$ cat src/rtl/hit_judge_pkg.sv
// Shared game definitions for the piano-tile pipeline (lookup, lane ROM, judge).
package hit_judge_pkg;

    localparam int unsigned TOTAL_TILES = 44;
    localparam int unsigned LOOKAHEAD   = 2;
    localparam int unsigned LAST_BEAT   = 96;

    localparam int unsigned BEAT_W  = 7;
    localparam int unsigned TILE_W  = 6;
    localparam int unsigned LANES   = 4;
    localparam int unsigned LANE_W  = 2;
    localparam int unsigned SCORE_W = 8;

    typedef enum logic [1:0] {
        ST_IDLE  = 2'd0,
        ST_PLAY  = 2'd1,
        ST_FAIL  = 2'd2,
        ST_CLEAR = 2'd3
    } game_state_e;

    typedef enum logic [1:0] {
        FC_NONE  = 2'd0,
        FC_LATE  = 2'd1,
        FC_WRONG = 2'd2,
        FC_MULTI = 2'd3
    } fail_code_e;

    typedef struct packed {
        logic              valid;
        logic              multi;
        logic [LANE_W-1:0] lane;
    } key_dec_t;

    // Saturating score increment.
    function automatic logic [SCORE_W-1:0] score_inc(input logic [SCORE_W-1:0] s);
        return (s == {SCORE_W{1'b1}}) ? s : s + SCORE_W'(1);
    endfunction

endpackage

$ cat src/rtl/hit_judge_key_decode.sv
// Combinational key decoder: lane pulses -> {valid, multi, lane}.
module hit_judge_key_decode
    import hit_judge_pkg::*;
(
    input  logic [LANES-1:0] key_lane,
    output key_dec_t         key_dec_c
);

    // Any bit set, more than one bit set, and the encoded lane of a single press.
    always_comb begin
        key_dec_c       = '0;
        key_dec_c.valid = |key_lane;
        key_dec_c.multi = |(key_lane & (key_lane - LANES'(1)));
        case (key_lane)
            4'b0001: key_dec_c.lane = 2'd0;
            4'b0010: key_dec_c.lane = 2'd1;
            4'b0100: key_dec_c.lane = 2'd2;
            4'b1000: key_dec_c.lane = 2'd3;
            default: key_dec_c.lane = 2'd0;
        endcase
    end

endmodule

$ cat src/rtl/hit_judge.sv
// Piano-tile game judge: hit counter, score/best score and game state FSM.
module hit_judge
    import hit_judge_pkg::*;
#(
    parameter int unsigned TOTAL_TILES_P = TOTAL_TILES,
    parameter int unsigned LOOKAHEAD_P   = LOOKAHEAD,
    parameter int unsigned LAST_BEAT_P   = LAST_BEAT
) (
    input  logic               clk,
    input  logic               rst_n,
    input  logic               start,
    input  logic               beat_tick,
    input  logic [BEAT_W-1:0]  beat_cnt,
    input  logic [TILE_W-1:0]  h_req,
    input  logic [LANES-1:0]   key_lane,
    input  logic [LANE_W-1:0]  tile_lane,
    output logic [TILE_W-1:0]  tile_idx,
    output logic [SCORE_W-1:0] score,
    output logic [SCORE_W-1:0] best_score,
    output logic [1:0]         state,
    output logic [1:0]         fail_code
);

    localparam logic [TILE_W-1:0] TOTAL_V = TILE_W'(TOTAL_TILES_P);
    localparam logic [BEAT_W-1:0] LAST_V  = BEAT_W'(LAST_BEAT_P);
    localparam logic [TILE_W:0]   AHEAD_V = (TILE_W+1)'(LOOKAHEAD_P);

    game_state_e        state_q, state_d;
    fail_code_e         fcode_q, fcode_d;
    logic [TILE_W-1:0]  idx_q, idx_d;
    logic [SCORE_W-1:0] score_q, score_d;
    logic [SCORE_W-1:0] best_q, best_d;

    key_dec_t           kd;
    logic [TILE_W-1:0]  idx_post;
    logic [SCORE_W-1:0] score_post;
    logic [TILE_W:0]    hit_limit;

    hit_judge_key_decode u_key_decode (
        .key_lane  (key_lane),
        .key_dec_c (kd)
    );

    assign hit_limit = (TILE_W+1)'(h_req) + AHEAD_V;

    // Next-state: key resolves first, then clear detection, then the beat check.
    always_comb begin
        state_d    = state_q;
        fcode_d    = fcode_q;
        idx_d      = idx_q;
        score_d    = score_q;
        best_d     = best_q;
        idx_post   = idx_q;
        score_post = score_q;

        case (state_q)
            ST_PLAY: begin
                if (start) begin
                    idx_d   = '0;
                    score_d = '0;
                    fcode_d = FC_NONE;
                end else if (kd.valid && kd.multi) begin
                    state_d = ST_FAIL;
                    fcode_d = FC_MULTI;
                    best_d  = (score_q > best_q) ? score_q : best_q;
                end else if (kd.valid && (kd.lane != tile_lane)) begin
                    state_d = ST_FAIL;
                    fcode_d = FC_WRONG;
                    best_d  = (score_q > best_q) ? score_q : best_q;
                end else begin
                    // A correct key beyond the look-ahead window is silently dropped.
                    if (kd.valid && ((TILE_W+1)'(idx_q) < hit_limit)) begin
                        idx_post   = idx_q + TILE_W'(1);
                        score_post = score_inc(score_q);
                    end
                    idx_d   = idx_post;
                    score_d = score_post;
                    if (idx_post == TOTAL_V) begin
                        state_d = ST_CLEAR;
                        best_d  = (score_post > best_q) ? score_post : best_q;
                    end else if (beat_tick && (beat_cnt <= LAST_V) && (idx_post < h_req)) begin
                        state_d = ST_FAIL;
                        fcode_d = FC_LATE;
                        best_d  = (score_post > best_q) ? score_post : best_q;
                    end
                end
            end
            default: begin
                // IDLE, FAIL and CLEAR all wait for start; best score is retained.
                if (start) begin
                    state_d = ST_PLAY;
                    idx_d   = '0;
                    score_d = '0;
                    fcode_d = FC_NONE;
                end
            end
        endcase
    end

    // Game registers.
    always_ff @(posedge clk or negedge rst_n) begin
        if (!rst_n) begin
            state_q <= ST_IDLE;
            fcode_q <= FC_NONE;
            idx_q   <= '0;
            score_q <= '0;
            best_q  <= '0;
        end else begin
            state_q <= state_d;
            fcode_q <= fcode_d;
            idx_q   <= idx_d;
            score_q <= score_d;
            best_q  <= best_d;
        end
    end

    assign state      = state_q;
    assign fail_code  = fcode_q;
    assign tile_idx   = idx_q;
    assign score      = score_q;
    assign best_score = best_q;

endmodule
$ cat config.mk
export PLATFORM = sky130hd
export DESIGN_NAME = hit_judge
export DESIGN_NICKNAME = d
export VERILOG_FILES = /design/src/rtl/hit_judge_pkg.sv /design/src/rtl/hit_judge_key_decode.sv /design/src/rtl/hit_judge.sv
export SDC_FILE = /design/constraint.sdc
export NUM_CORES = 1
export LEC_CHECK = 0
export BUFFER_PORTS_ARGS = -buffer_cell sky130_fd_sc_hd__buf_2
export CAP_MARGIN = 20
export CELL_PAD_IN_SITES_DETAIL_PLACEMENT = 2
export CELL_PAD_IN_SITES_GLOBAL_PLACEMENT = 2
export CORE_MARGIN = 3
export CORE_UTILIZATION = 34
export CTS_BUF_LIST = sky130_fd_sc_hd__clkbuf_2 sky130_fd_sc_hd__clkbuf_4 sky130_fd_sc_hd__clkbuf_8
export DETAILED_ROUTE_END_ITERATION = 8
export HOLD_SLACK_MARGIN = 0.15
export PLACE_DENSITY_LB_ADDON = 0.1
export SKIP_CTS_REPAIR_TIMING = 1
export SLEW_MARGIN = 25
export SYNTH_ARGS = -nofsm -noshare
export SYNTH_HDL_FRONTEND = slang
export SYNTH_HIERARCHICAL = 1
export SYNTH_SLANG_ARGS = --single-unit
$ cat constraint.sdc
create_clock -name clk -period 4.08 [get_ports clk]
set_input_delay 0.408 -clock clk [delete_from_list [all_inputs] [get_ports clk]]
set_output_delay 0.408 -clock clk [all_outputs]
set_load 0.02 [all_outputs]
# After elaboration in Yosys (flattened, before gate mapping)
# Cells that the tools add are included.
# classes
mux	42
magnitude_cmp	5
addsub	4
eq_ne	11
n_bitwise	2
n_reduce_logical	15
# ops
op	n
$mux 8	17
$mux 6	10
$mux 2	14
$gt 8x8->1	2
$reduce_and 3->1	4
$add 8x1->8 const B	1
$eq 8x8->1 const B	1
$reduce_bool 4->1	2
$reduce_or 4->1	2
$add 6x2->7 const B	1
$le 7x7->1 const B	1
$lt 6x7->1	1
$add 6x1->6 const B	1
$eq 6x6->1 const B	1
$lt 6x6->1	1
$ne 2x2->1 const B	3
$pmux 2 s3	1
$logic_and 1x1->1	5
$reduce_bool 5->1	1
$and 4x4->4	1
$eq 4x2->1 const B	1
$eq 4x3->1 const B	1
$eq 4x4->1 const B	1
$ne 4x4->1 const B	1
other kinds (5)	5
# word_totals
out_inout_bits	26
regBits	26
in_bits	23

# Longest topological paths before layout
# logic_depth
depth_word	16
mapped_depth	21
mapped_depth_nobuf	20

# By module
# The synthesis kept the hierarchy.
# modules_own_cells
module	area_each_um2	cells_each	n_inst
hit_judge	2492.4	298	1
hit_judge_key_decode	53.8	8	1

# Worst setup path after synthesis
# Ideal clock, no wire load.
# synth_timing
path_type	in2reg
startpoint	input h_req[1]
endpoint	register best_q[3], in the netlist best_score[3]
path_stages	21
slack_ns	0.222
setup_ns	0.126
required_ns	3.954
arrival_ns	3.732
cell_sequence	ha_1 -> nand3_1 -> xnor2_1 -> ha_1 -> nand2b_1 -> a211o_1 -> a31oi_4 -> o21a_1 -> buf_2 -> nand4_1 -> or2_1 -> nand2_1 -> ha_1 -> nand3_1 -> nor3_1 -> a21oi_1 -> o21ai_0 -> nor3_1 -> o21ai_2 -> and2b_1 -> a221o_1
# synth_via
elab_chain_cells	14
elab_cells_between_ends	24
cone_classes	add/sub (1); order compare (3); eq/ne (1); mux (15); reduce/logical (4)
# synth_lines
element	line_no	text
start: declaration	hit_judge.sv:14	input logic [TILE_W-1:0] h_req,
$add 6x2->7	hit_judge.sv:44	assign hit_limit = (TILE_W+1)'(h_req) + AHEAD_V;
$lt 6x7->1	hit_judge.sv:72	if (kd.valid && ((TILE_W+1)'(idx_q) < hit_limit)) begin
$logic_and 1x1->1	hit_judge.sv:72	
$mux 8	hit_judge.sv:72	
$mux 8	hit_judge.sv:66	end else if (kd.valid && (kd.lane != tile_lane)) begin
$mux 8	hit_judge.sv:62	end else if (kd.valid && kd.multi) begin
$mux 8	hit_judge.sv:58	if (start) begin
$mux 8	hit_judge.sv:56	case (state_q)
$gt 8x8->1	hit_judge.sv:80, hit_judge.sv:84	
$mux 8	hit_judge.sv:80, hit_judge.sv:84	
$mux 8	hit_judge.sv:81	end else if (beat_tick && (beat_cnt <= LAST_V) && (idx_post < h_req)) begin
$mux 8	hit_judge.sv:78	if (idx_post == TOTAL_V) begin
$mux 8	hit_judge.sv:66	
$mux 8	hit_judge.sv:62	
end signal: assignment	hit_judge.sv:113	best_q <= best_d;
end: declaration	hit_judge.sv:32	logic [SCORE_W-1:0] best_q, best_d;
# Parallel ways exist; a longest one is shown, timed or not. The select of a mux whose other input is x is not followed.
# A chain may end at the register's enable or synchronous reset.

# Worst setup path in the final report
# layout_timing
startpoint	input h_req[2]
endpoint	register best_q[0], in the netlist best_score[0]
# Same word-level chain as after synthesis.

==> impl_metrics.toml <==
[outcome]
outcome = "completed"

[global_route]
overflow = 0
grt_pass1_vias = 3038
grtUsageTotal_pct = 24.0
grt_pass1_wl_um = 16100
grt_max_degree = 27
antenna_found_initial = 0

[synth]
synthCells = 306
mappedNetlistArea_um2 = 2550
synth_area_per_cell_um2 = 8.32
synth_seq_cells = 26
synthArstFlopShare_pct = 100
synth_edf_count = 0
syn_nets = 359
yosys_warnings = 6
yosys_most_used_dff = "dfrtp_1"
synth.distinct_cells = 55
synth.yosys.seq_area_share_pct = 25.6

[final_layout]
final_cell_mix = "buf_4 (51), buf_2 (48), nand2_1 (32), ha_1 (27), dfrtp_1 (26)"
drive_above_1_share_pct = 32.7
fillerInstances = 833
multi_input_area_um2 = 1840
fin_nets = 451
regArea_um2 = 651
final_common_cell = "buf_4"
area_growth_pct = 32.5
final_cells = 493
antenna_cells = 0

[timing]
hold_viol = 0
setup_viol = 0
relSlewSlack_pct = 42.9
layout_min_cycle_time_ns = 4.02
slew_viol_final = 0
clock.fmax_mhz = 249
fin_crit_sh_pct = 98.6
tns_ns = 0
fin_ws_ns = 0.0580
rsz0062_at_grt = "yes"
skew_ns = 0.00534
tightest_slew_ns = 0.854

[clock_network]
worstSkewPairLatency_ns = 0.28
clk_pin_slew_ns = 0.10
clock_sinks = 26
cts_tree = "yes"
clk_path_buf_depth = 2
cts_root_buf = "clkbuf_8"
h-tree-depth = 1
numCtsBuffers = 3

[job]
maxCapViolations = 0

[placed_design]
routabilityCongestion = 0.828
dp.cells = 484
hpwl_um = 7690
portBuffers = 48
pre_cts_ws_ns = -0.305

[floorplan]
io_pins = 49
core-area_um2 = 7020
fp.dieArea_um2 = 8560
initial_utilization_pct = 36.3
row_count = 30
die_h_um = 92.5
die_w_um = 92.5

[worst_setup_path]
rrSetupSlack_ns = 0.24
crit_type = "input pin to flop"
endpoint_kind = "flop"
startpoint = "h_req[2]"
critPathMaxFanout = 5
r2r_cells = 15
endpoint = "best_score[0]$_DFFE_PN0P_"
rr_endpoint = "best_score[0]$_DFFE_PN0P_"
cp_data_required_time_ns = 4.25
worstSetupStartpointType = "input pin"
r2r_start = "tile_idx[4]$_DFFE_PN0P_"
cp.arrival_ns = 4.19

[routing]
drtAntennaViolNets = 0
avgViaCountPerCell = 5.87
avgRoutedWirePerCell_um = 23.0
wl_um = 11400
drtIter0Drc = 193
drt_first_pass_iters = 4
drcViolationCount = 0
dr_total_vias = 2895

[pwr]
power.density_nw_per_um2 = 300
power_mw = 1.01
leakagePower_nw = 1.67
vdd_drop_max_mv = 0.233

[min_path]
hold_path_class = "input pin to asynchronous set/reset pin"
## metrics by stage
stage	area [µm²]	utilization [%]	hold WS [ns]
final	3370	48.1	0.140
after floorplan	2550	-	0.112
after global routing	3370	48.1	0.188
after detailed placement	3200	45.5	0.467
after CTS	3250	46.3	0.157
after global placement	3200	45.5	0.463
## how the worst min path moves through the flow
| stage | slack (ns) | from | to |
|---|---|---|---|
| final | 0.14 | rst_n | tile_idx[2]$_DFFE_PN0P_ |
| after global routing | 0.19 | rst_n | score[1]$_DFFE_PN0P_ |
| after CTS | 0.16 | rst_n | tile_idx[0]$_DFFE_PN0P_ |
| after detailed placement | 0.47 | rst_n | tile_idx[0]$_DFFE_PN0P_ |
| after global placement | 0.46 | rst_n | tile_idx[2]$_DFFE_PN0P_ |
| after floorplan | 0.11 | rst_n | best_score[0]$_DFFE_PN0P_ |
## power by group
group | switching (mW) | internal [mW]
sequential | 0.0264 | 0.290
clock | 0.0872 | 0.0865
combinational | 0.336 | 0.186
total | 0.450 | 0.563
## area by class of cell
type	instances	area share, %
well taps	96	3.56
clock buffers	4	1.63
repair buffers	100	18.8
multi-input cells	247	54.5
flip-flops and latches	26	19.3
inverters	20	2.22
## cells in the mapped netlist, drive strengths merged, types with 4 or more instances
cell / count / area [µm²]
nand2: 33 / 124
ha: 30 / 375
dfrtp: 26 / 651
o21ai: 24 / 139
inv: 20 / 75.1
nor2: 20 / 75.1
a21oi: 17 / 96.4
nand3: 14 / 70.1
xnor2: 12 / 105
clkbuf: 9 / 33.8
nand2b: 9 / 56.3
a221o: 7 / 70.1
a22o: 7 / 61.3
a21o: 6 / 45.0
a31oi: 6 / 52.6
nand4: 6 / 37.5
nor3: 6 / 30.0
o31ai: 6 / 45.0
a211o: 5 / 43.8
buf: 4 / 28.8
or2: 4 / 25.0
## metal layers
layer / track usage [%] / wire length (µm) / vias to the layer above
li1: - / - / 1305
met1: 32.7 / 4890 / 1473
met2: 41.2 / 5710 / 95
met3: 2.60 / 529 / 22
met4: 4.08 / 226 / 0
met5: 0 / 0 / -
## registers in the layout, summed over array words and instances, names as in the netlist
register    cells
best_score      8
fail_code       2
score           8
state           2
tile_idx        6
## cell families (layout without fill, tap and decap cells)
family,count (synthesis),in the layout,synth area share (%)
AND/OR/NAND/NOR,107,107,20.6
AO/OA/AOI/OAI,94,94,27.7
buffers and inverters,33,124,5.41
adder cells (fa/ha/maj),30,30,14.7
flip-flops,26,26,25.6
XOR/XNOR,13,13,4.47
multiplexers,3,3,1.47
## worst max-delay path, cell delays in order
cell and delay, ns:
buf_2 0.10, ha_1 0.16, nand3_1 0.10, xnor2_1 0.15, ha_1 0.18, nand2b_1 0.16
a211o_1 0.27, a31oi_4 0.25, buf_4 0.16, or2_1 0.20, buf_4 0.16, nand2_1 0.08
xnor2_1 0.18, ha_1 0.29, o21ai_0 0.13, a311oi_2 0.38, a21oi_4 0.16, o21bai_4 0.24
nor2_1 0.08, a221o_1 0.35
Power figures use the tool's default switching activity.
